[src/rtl/bsg_parallel_in_serial_out_passthrough_pkg.sv]
// Shared constants and helpers for the parallel-in/serial-out passthrough.
// Sizes the beat counter and the length field for any els_p >= 1.
package bsg_parallel_in_serial_out_passthrough_pkg;

    // A one-word packet still needs a 1-bit length/index field.
    function automatic int safe_clog2(input int n);
        return (n <= 1) ? 1 : $clog2(n);
    endfunction

endpackage

[src/rtl/bsg_parallel_in_serial_out_passthrough_if.sv]
// Parallel (wide) and serial (narrow) valid/ready-and channels of the converter.
// The parallel side carries the packet and its length; the serial side carries one word per beat.
interface bsg_parallel_in_serial_out_passthrough_if
    import bsg_parallel_in_serial_out_passthrough_pkg::*;
#(
    parameter int width_p = 8,
    parameter int els_p   = 4
);
    localparam int lg_els_lp = safe_clog2(els_p);

    logic                             par_v;
    logic                             par_ready_and;
    logic [els_p-1:0][width_p-1:0]    par_data;
    logic [lg_els_lp-1:0]             par_len;

    logic                             ser_v;
    logic                             ser_ready_and;
    logic [width_p-1:0]               ser_data;
    logic                             ser_last;

    modport par_master (output par_v, par_data, par_len, input  par_ready_and);
    modport par_slave  (input  par_v, par_data, par_len, output par_ready_and);
    modport ser_master (output ser_v, ser_data, ser_last, input  ser_ready_and);
    modport ser_slave  (input  ser_v, ser_data, ser_last, output ser_ready_and);

endinterface

[src/rtl/bsg_array_reverse.sv]
// Reverses the element order of a packed array: o[k] = i[els_p-1-k].
module bsg_array_reverse #(
    parameter int width_p = 8,
    parameter int els_p   = 4
) (
    input  logic [els_p-1:0][width_p-1:0] i,
    output logic [els_p-1:0][width_p-1:0] o
);

    for (genvar k = 0; k < els_p; k++) begin : g_rev
        assign o[k] = i[els_p-1-k];
    end

endmodule

[src/rtl/bsg_piso_beat_counter.sv]
// Beat counter for the serializer: index of the next word to send.
// Clear wins over increment so the final beat always returns the index to word 0.
module bsg_piso_beat_counter #(
    parameter int width_p = 2
) (
    input  logic               clk_i,
    input  logic               reset_n_i,
    input  logic               clear_i,
    input  logic               up_i,
    output logic [width_p-1:0] count_o
);

    logic [width_p-1:0] count_r;

    always_ff @(posedge clk_i or negedge reset_n_i) begin
        if (!reset_n_i) begin
            count_r <= '0;
        end else if (clear_i) begin
            count_r <= '0;
        end else if (up_i) begin
            count_r <= count_r + width_p'(1);
        end
    end

    assign count_o = count_r;

endmodule

[src/rtl/bsg_parallel_in_serial_out_passthrough.sv]
// Parallel-in, serial-out converter without data buffering: the serial word is muxed
// straight from the upstream-held packet, and the only state is the beat index.
module bsg_parallel_in_serial_out_passthrough
    import bsg_parallel_in_serial_out_passthrough_pkg::*;
#(
    parameter int width_p    = 8,
    parameter int els_p      = 4,
    parameter int hi_to_lo_p = 0,
    parameter int use_len_p  = 0
) (
    input  logic                                     clk_i,
    input  logic                                     reset_n_i,
    bsg_parallel_in_serial_out_passthrough_if.par_slave  par,
    bsg_parallel_in_serial_out_passthrough_if.ser_master ser
);

    localparam int                   lg_els_lp  = safe_clog2(els_p);
    localparam logic [lg_els_lp-1:0] max_idx_lp = lg_els_lp'(els_p - 1);

    logic [els_p-1:0][width_p-1:0] words;
    logic [lg_els_lp-1:0]          count_r;
    logic [lg_els_lp-1:0]          len_eff;
    logic                          last;
    logic                          send;

    // Reversal happens ahead of the index mux so the counter always runs 0..len_eff.
    if (hi_to_lo_p != 0) begin : g_hi_to_lo
        bsg_array_reverse #(
            .width_p (width_p),
            .els_p   (els_p)
        ) reverse (
            .i (par.par_data),
            .o (words)
        );
    end else begin : g_lo_to_hi
        assign words = par.par_data;
    end

    if (use_len_p != 0) begin : g_len
        assign len_eff = (par.par_len > max_idx_lp) ? max_idx_lp : par.par_len;
    end else begin : g_no_len
        logic unused_len;
        assign len_eff    = max_idx_lp;
        assign unused_len = ^par.par_len;
    end

    assign last = (count_r == len_eff);
    assign send = par.par_v & ser.ser_ready_and;

    if (els_p > 1) begin : g_count
        bsg_piso_beat_counter #(
            .width_p (lg_els_lp)
        ) beat_counter (
            .clk_i     (clk_i),
            .reset_n_i (reset_n_i),
            .clear_i   (send & last),
            .up_i      (send & ~last),
            .count_o   (count_r)
        );
        assign ser.ser_data = words[count_r];
    end else begin : g_single
        // A one-word packet is pure wiring; the clock and reset have nothing to drive.
        logic unused_single;
        assign count_r       = '0;
        assign ser.ser_data  = words[0];
        assign unused_single = clk_i ^ reset_n_i ^ send;
    end

    assign ser.ser_v         = par.par_v;
    assign ser.ser_last      = last;
    assign par.par_ready_and = last & ser.ser_ready_and;

    // Upstream must hold the packet and its length until it has been consumed.
    a_par_stable: assert property (
        @(posedge clk_i) disable iff (!reset_n_i)
        (par.par_v && !par.par_ready_and) |=>
            (!par.par_v || ($stable(par.par_data) && $stable(par.par_len))))
        else $error("bsg_piso: parallel packet changed before it was consumed");

    if (use_len_p != 0) begin : g_len_checks
        a_len_range: assert property (
            @(posedge clk_i) disable iff (!reset_n_i)
            par.par_v |-> (par.par_len <= max_idx_lp))
            else $warning("bsg_piso: len_i above els_p-1, clamped");

        a_len_shrink: assert property (
            @(posedge clk_i) disable iff (!reset_n_i)
            par.par_v |-> (count_r <= len_eff))
            else $error("bsg_piso: len_i dropped below the words already sent");
    end

endmodule

[src/flat_wrapper.sv]
// flat-port wrapper written by rule: the top's interface ports become plain ports
module bsg_parallel_in_serial_out_passthrough_flat import bsg_parallel_in_serial_out_passthrough_pkg::*;
#(
    parameter int width_p    = 8,
    parameter int els_p      = 4,
    parameter int hi_to_lo_p = 0,
    parameter int use_len_p  = 0
)
  (clk_i, reset_n_i, par_par_v, par_par_data, par_par_len, par_par_ready_and, ser_ser_v, ser_ser_data, ser_ser_last, ser_ser_ready_and);
  bsg_parallel_in_serial_out_passthrough_if #(.width_p(width_p), .els_p(els_p)) par_i ();
  bsg_parallel_in_serial_out_passthrough_if #(.width_p(width_p), .els_p(els_p)) ser_i ();
  input  logic clk_i;
  input  logic reset_n_i;
  input wire logic [$bits(par_i.par_v)-1:0] par_par_v;
  input wire logic [$bits(par_i.par_data)-1:0] par_par_data;
  input wire logic [$bits(par_i.par_len)-1:0] par_par_len;
  output wire logic [$bits(par_i.par_ready_and)-1:0] par_par_ready_and;
  output wire logic [$bits(ser_i.ser_v)-1:0] ser_ser_v;
  output wire logic [$bits(ser_i.ser_data)-1:0] ser_ser_data;
  output wire logic [$bits(ser_i.ser_last)-1:0] ser_ser_last;
  input wire logic [$bits(ser_i.ser_ready_and)-1:0] ser_ser_ready_and;
  assign par_i.par_v = par_par_v;
  assign par_i.par_data = par_par_data;
  assign par_i.par_len = par_par_len;
  assign par_par_ready_and = par_i.par_ready_and;
  assign ser_ser_v = ser_i.ser_v;
  assign ser_ser_data = ser_i.ser_data;
  assign ser_ser_last = ser_i.ser_last;
  assign ser_i.ser_ready_and = ser_ser_ready_and;
  bsg_parallel_in_serial_out_passthrough #(.width_p(width_p), .els_p(els_p), .hi_to_lo_p(hi_to_lo_p), .use_len_p(use_len_p)) u_core (.clk_i(clk_i), .reset_n_i(reset_n_i), .par(par_i), .ser(ser_i));
endmodule
[config.mk]
export PLATFORM = sky130hd
export DESIGN_NAME = bsg_parallel_in_serial_out_passthrough_flat
export DESIGN_NICKNAME = d
export VERILOG_FILES = /design/src/rtl/bsg_parallel_in_serial_out_passthrough_pkg.sv /design/src/rtl/bsg_parallel_in_serial_out_passthrough_if.sv /design/src/rtl/bsg_array_reverse.sv /design/src/rtl/bsg_piso_beat_counter.sv /design/src/rtl/bsg_parallel_in_serial_out_passthrough.sv /design/src/flat_wrapper.sv
export SDC_FILE = /design/constraint.sdc
export NUM_CORES = 1
export LEC_CHECK = 0
export CAP_MARGIN = 20
export CORE_MARGIN = 2
export CORE_UTILIZATION = 21
export CTS_CLUSTER_SIZE = 8
export DETAILED_ROUTE_END_ITERATION = 10
export PLACE_DENSITY = 0.76
export SETUP_SLACK_MARGIN = 0.4
export SKIP_CTS_REPAIR_TIMING = 1
export SLEW_MARGIN = 20
export SYNTH_ARGS = -nofsm -noshare
export SYNTH_HDL_FRONTEND = slang
export SYNTH_SLANG_ARGS = --single-unit
[constraint.sdc]
create_clock -name clk_i -period 1.3 [get_ports clk_i]
set_input_delay 0.13 -clock clk_i [delete_from_list [all_inputs] [get_ports clk_i]]
set_output_delay 0.13 -clock clk_i [all_outputs]
set_load 0.01 [all_outputs]
### Word-level counts from Yosys, hierarchy flattened

Index checks and enable logic that the tools add are counted.

| word-level totals | value |
|---|---|
| word-level logic and storage cells | 14 |
| bits of input ports | 38 |
| bits in registers | 2 |

| operators by class | value |
|---|---|
| bitwise gates (word level) | 5 |
| $lt $le $gt $ge | 1 |
| equality and inequality tests | 1 |
| muxes and demuxes | 4 |
| add/sub/neg operators | 1 |
| reduce and logical (&&, ||, !) cells | 1 |

Operators by type and width:

| kind | count |
|---|---|
| binary-select mux 8 bit (select 2 bit) | 1 |
| two-way mux 8 bit | 1 |
| AND 1 bit | 4 |
| two-way mux 2 bit | 2 |
| less-than comparator 2 x 3 -> 1 bit, second input constant | 1 |
| adder 2 x 1 -> 2 bit, second input constant | 1 |
| == test 2 bit, second input constant | 1 |
| nonzero test 2 bit | 1 |
| NOT 1 bit | 1 |

### Depth between registers and ports, before layout

Gate-level depths: netlist of run 1.

| depth | value |
|---|---|
| word-level depth | 5 |
| gate-level depth with buffers | 3 |
| depth with buffers taken out | 3 |

### Hierarchy

From an unflattened synthesis of run 1, not the netlist that was laid out.

| unflattened totals | value |
|---|---|
| cells, all modules | 23 |
| area total of the unflattened synthesis | 321.6 um^2 |

By module, submodules not included:

| module | area an instance (um^2) | sequential area each (um^2) | times used | cells an instance |
|---|---|---|---|---|
| bsg_parallel_in_serial_out_passthrough | 232.7 | 0.0 | 1 | 16 |
| bsg_piso_beat_counter | 88.8 | 50.0 | 1 | 7 |

### Least setup slack after synthesis of run 1

Ideal clock, no wire load.

| timing | value |
|---|---|
| kind | register to output |
| from | reg u_core.g_count.beat_counter.count_r[0], in the netlist u_core.g_count.beat_counter.count_o[0] |
| to | out ser_ser_data[0] |
| setup slack | 0.133 ns |
| buffers on the path | 1 |
| arrival | 1.037 ns |
| stages on the path, launching flop included | 3 |
| path through | dfrtp_1 > buf_6 > mux4_2 |

| on the way | value |
|---|---|
| cells in the longest elaborated chain, start to end | 2 |

Ends and longest elaborated chain:

| element | line | RTL |
|---|---|---|
| start, declared | bsg_piso_beat_counter.sv:13 | `logic [width_p-1:0] count_r;` |
| start signal, assigned | bsg_piso_beat_counter.sv:21 | `count_r <= count_r + width_p'(1);` |
| binary-select mux 8 bit (select 2 bit) | bsg_parallel_in_serial_out_passthrough.sv:60 | `assign ser.ser_data = words[count_r];` |
| two-way mux 8 bit (not written as such) | bsg_parallel_in_serial_out_passthrough.sv:60 |  |
| end, declared | flat_wrapper.sv:19 | `output wire logic [$bits(ser_i.ser_data)-1:0] ser_ser_data;` |

Every way passes these cells. The select of a mux whose other input is x is not followed.

### Worst setup path after layout of run 1

| timing | value |
|---|---|
| from | reg u_core.g_count.beat_counter.count_r[0], in the netlist u_core.g_count.beat_counter.count_o[0] |
| to | out ser_ser_data[6] |

The elaborated chain is that of the path after synthesis.

==> results.json, run 1 <==
{
  "ioPinCount": 49,
  "synth_seq_cells": 2,
  "dp_hpwl_mm": 1.265,
  "io_buffers": 46,
  "slowest_stage": "mux4_2",
  "initial_core_util_pct": 22.98,
  "grt_pass1_vias": 468,
  "worstReg2RegStart": "u_core.g_count.beat_counter.count_o[0]",
  "crit_type": "flip-flop to output port",
  "cts_max_level": 1,
  "cts.sink_count": 2,
  "hold_class": "input port to asynchronous set/reset pin",
  "critPathLaunch": "u_core.g_count.beat_counter.count_o[0]",
  "wire_per_inst_um": 16.80,
  "largest_reg_flops": 2,
  "maxCapViolations": 0,
  "die-area_um2": 1761,
  "report.final.slew_viol_count": 0,
  "grt_pass1_wl_mm": 2.270,
  "wl_mm": 1.428,
  "timing.hold.ws_ns": 0.07907,
  "clkTransAtPathRegs_ns": 0.03,
  "gp_congestion": 0.7653,
  "dp_worst_setup_slack_ns": -0.3831,
  "grt.total_usage_pct": 17.86,
  "setup_viol": 10,
  "start_kind": "flip-flop",
  "synth_xor_area_share_pct": 0,
  "clock_skew_ns": 0.001940,
  "final_antenna_net_count": 0,
  "first_pass_iters": 2,
  "seqCellArea_um2": 50.05,
  "hold_violations": 0,
  "crit_required_ns": 1.17,
  "coreArea_um2": 1318,
  "seq_area_frac_synth_pct": 16.53,
  "cts_tree": "built",
  "syn_area_um2": 302.8,
  "syn_to_final_growth_pct": 162.4,
  "synthAdderAreaFrac_pct": 4.132,
  "synth_top_family_by_area": "multiplexers",
  "status": "finished with violations",
  "fp-row-count": 13,
  "drive_gt1_share_pct": 42.86,
  "drt_first_iter_violations": 3,
  "tightest_slew_ns": 0.1459,
  "setup_tns_ns": -2.056,
  "fmax_mhz": 649.0,
  "worstSkewPairLatency_ns": 0.22,
  "netlist_instances": 19,
  "slew_headroom_pct": 90.27,
  "grt-ovfl-total": 0,
  "root_buffer": "clkbuf_4",
  "n_antenna_cell": 0,
  "cp-end-kind": "output port",
  "drcViolationCount": 0,
  "rsz0062_at_grt": "yes",
  "ir_worst_vdd_v": 0.001053,
  "antenna_found_initial": 0,
  "powerDensity_nw_per_um2": 1631,
  "ys_warn_count": 0,
  "synth_nets": 58,
  "cts_buffer_depth": 2,
  "fillers": 108,
  "worstPathArrival_ns": 1.41,
  "worst-path-buf-inv": 2,
  "final.setup.worst_slack_ns": -0.2409,
  "cts_buffers": 3,
  "critPathTopFamily": "multiplexers",
  "synth-simple-area-share_pct": 4.545,
  "p_leak_uw": 0.0003262,
  "critical_path.max_stage_delay_ns": 0.50,
  "dpl_cell_area_um2": 813.3,
  "die_x_um": 41.97,
  "dieHeight_um": 41.97,
  "grt_max_degree": 10,
  "vias": 394,
  "synth-compound-area-share_pct": 0,
  "ys_types": 10,
  "multi_input_area_um2": 231.5,
  "design_area_um2": 794.5,
  "path_max_fanout": 8,
  "period_needed_ns": 1.541,
  "nets": 111,
  "timing.final.crit_share_pct": 118.5,
  "synth_mux_area_share_pct": 66.94,
  "violations": "negative setup slack",
  "path_cells": "buf_12, mux4_2, clkbuf_2",
  "postLayoutCoreUtil_pct": 60.30,
  "via_per_inst": 4.635,
  "syn_avg_cell_area_um2": 15.94
}
==> path summary, 6_finish.rpt <==
check                                                          to  slack [ns]  depth (start not counted)
min reg2reg                u_core.g_count.beat_counter.count_o[1]        0.72                          2
min in group clk_i         u_core.g_count.beat_counter.count_o[1]        0.63                          3
max                                               ser_ser_data[6]       -0.24                          3
min                        u_core.g_count.beat_counter.count_o[0]        0.08                          1
max in group asynchronous  u_core.g_count.beat_counter.count_o[1]        1.10                          1
max reg2reg                u_core.g_count.beat_counter.count_o[0]        0.01                          6
==> cells in the mapped netlist, drive strengths merged <==
master  number  area share [%]
nor2         1             1.2
mux4         8              60
and2         1             2.1
buf          3             7.9
nand2        1             1.2
mux2         2             7.4
ha           1             4.1
dfrtp        2              17
==> routing by layer <==
metal	track usage (%)	routed length [µm]	up-vias
met4	5.806	0	0
met1	18.03	522	179
li1	-	-	184
met3	6.034	122	0
met5	0	0	-
met2	33.75	783	31
==> cell usage in the layout, fill, tap and decap left out, types with 2 or more instances in the layout <==
master / instances
clkbuf_4: 3
dfrtp_1: 2
buf_4: 2
mux2_2: 2
buf_2: 4
clkbuf_2: 7
buf_12: 2
mux4_2: 8
clkdlybuf4s50_1: 35
==> power breakdown <==
part	switching (µW)	internal, µW
Combinational	380	653
Clock	27.6	101
Sequential	38.4	95.3
==> layout make-up <==
class | instances | share of cell area [%]
Clock buffer | 3 | 2.835
Multi-Input combinational cell | 14 | 29.13
Sequential cell | 2 | 6.299
Tap cell | 15 | 2.362
Timing Repair Buffer | 51 | 59.37
==> stage by stage <==
step / instances / total power, µW
5_1_grt: 85 / 1405
3_3_place_gp: 81 / 1286
3_5_place_dp: 81 / 1305
2_1_floorplan: 19 / 675.2
6_report: 85 / 1296
4_1_cts: 84 / 1441
==> kinds of logic (layout without fill, tap and decap cells) <==
group,count (synthesis),in the layout
multiplexers,10,10
flip-flops,2,2
buffers and inverters,3,54
adder cells (fa/ha/maj),1,1
AND/OR/NAND/NOR,3,3
Power figures use the tool's default switching activity.
==> inputs of run 2 (changes only) <==
- ABC_CLOCK_PERIOD_IN_PS: default -> 1300
==> results of run 2 <==
The final DEF is identical to that of run 1; final timing and power are the same.
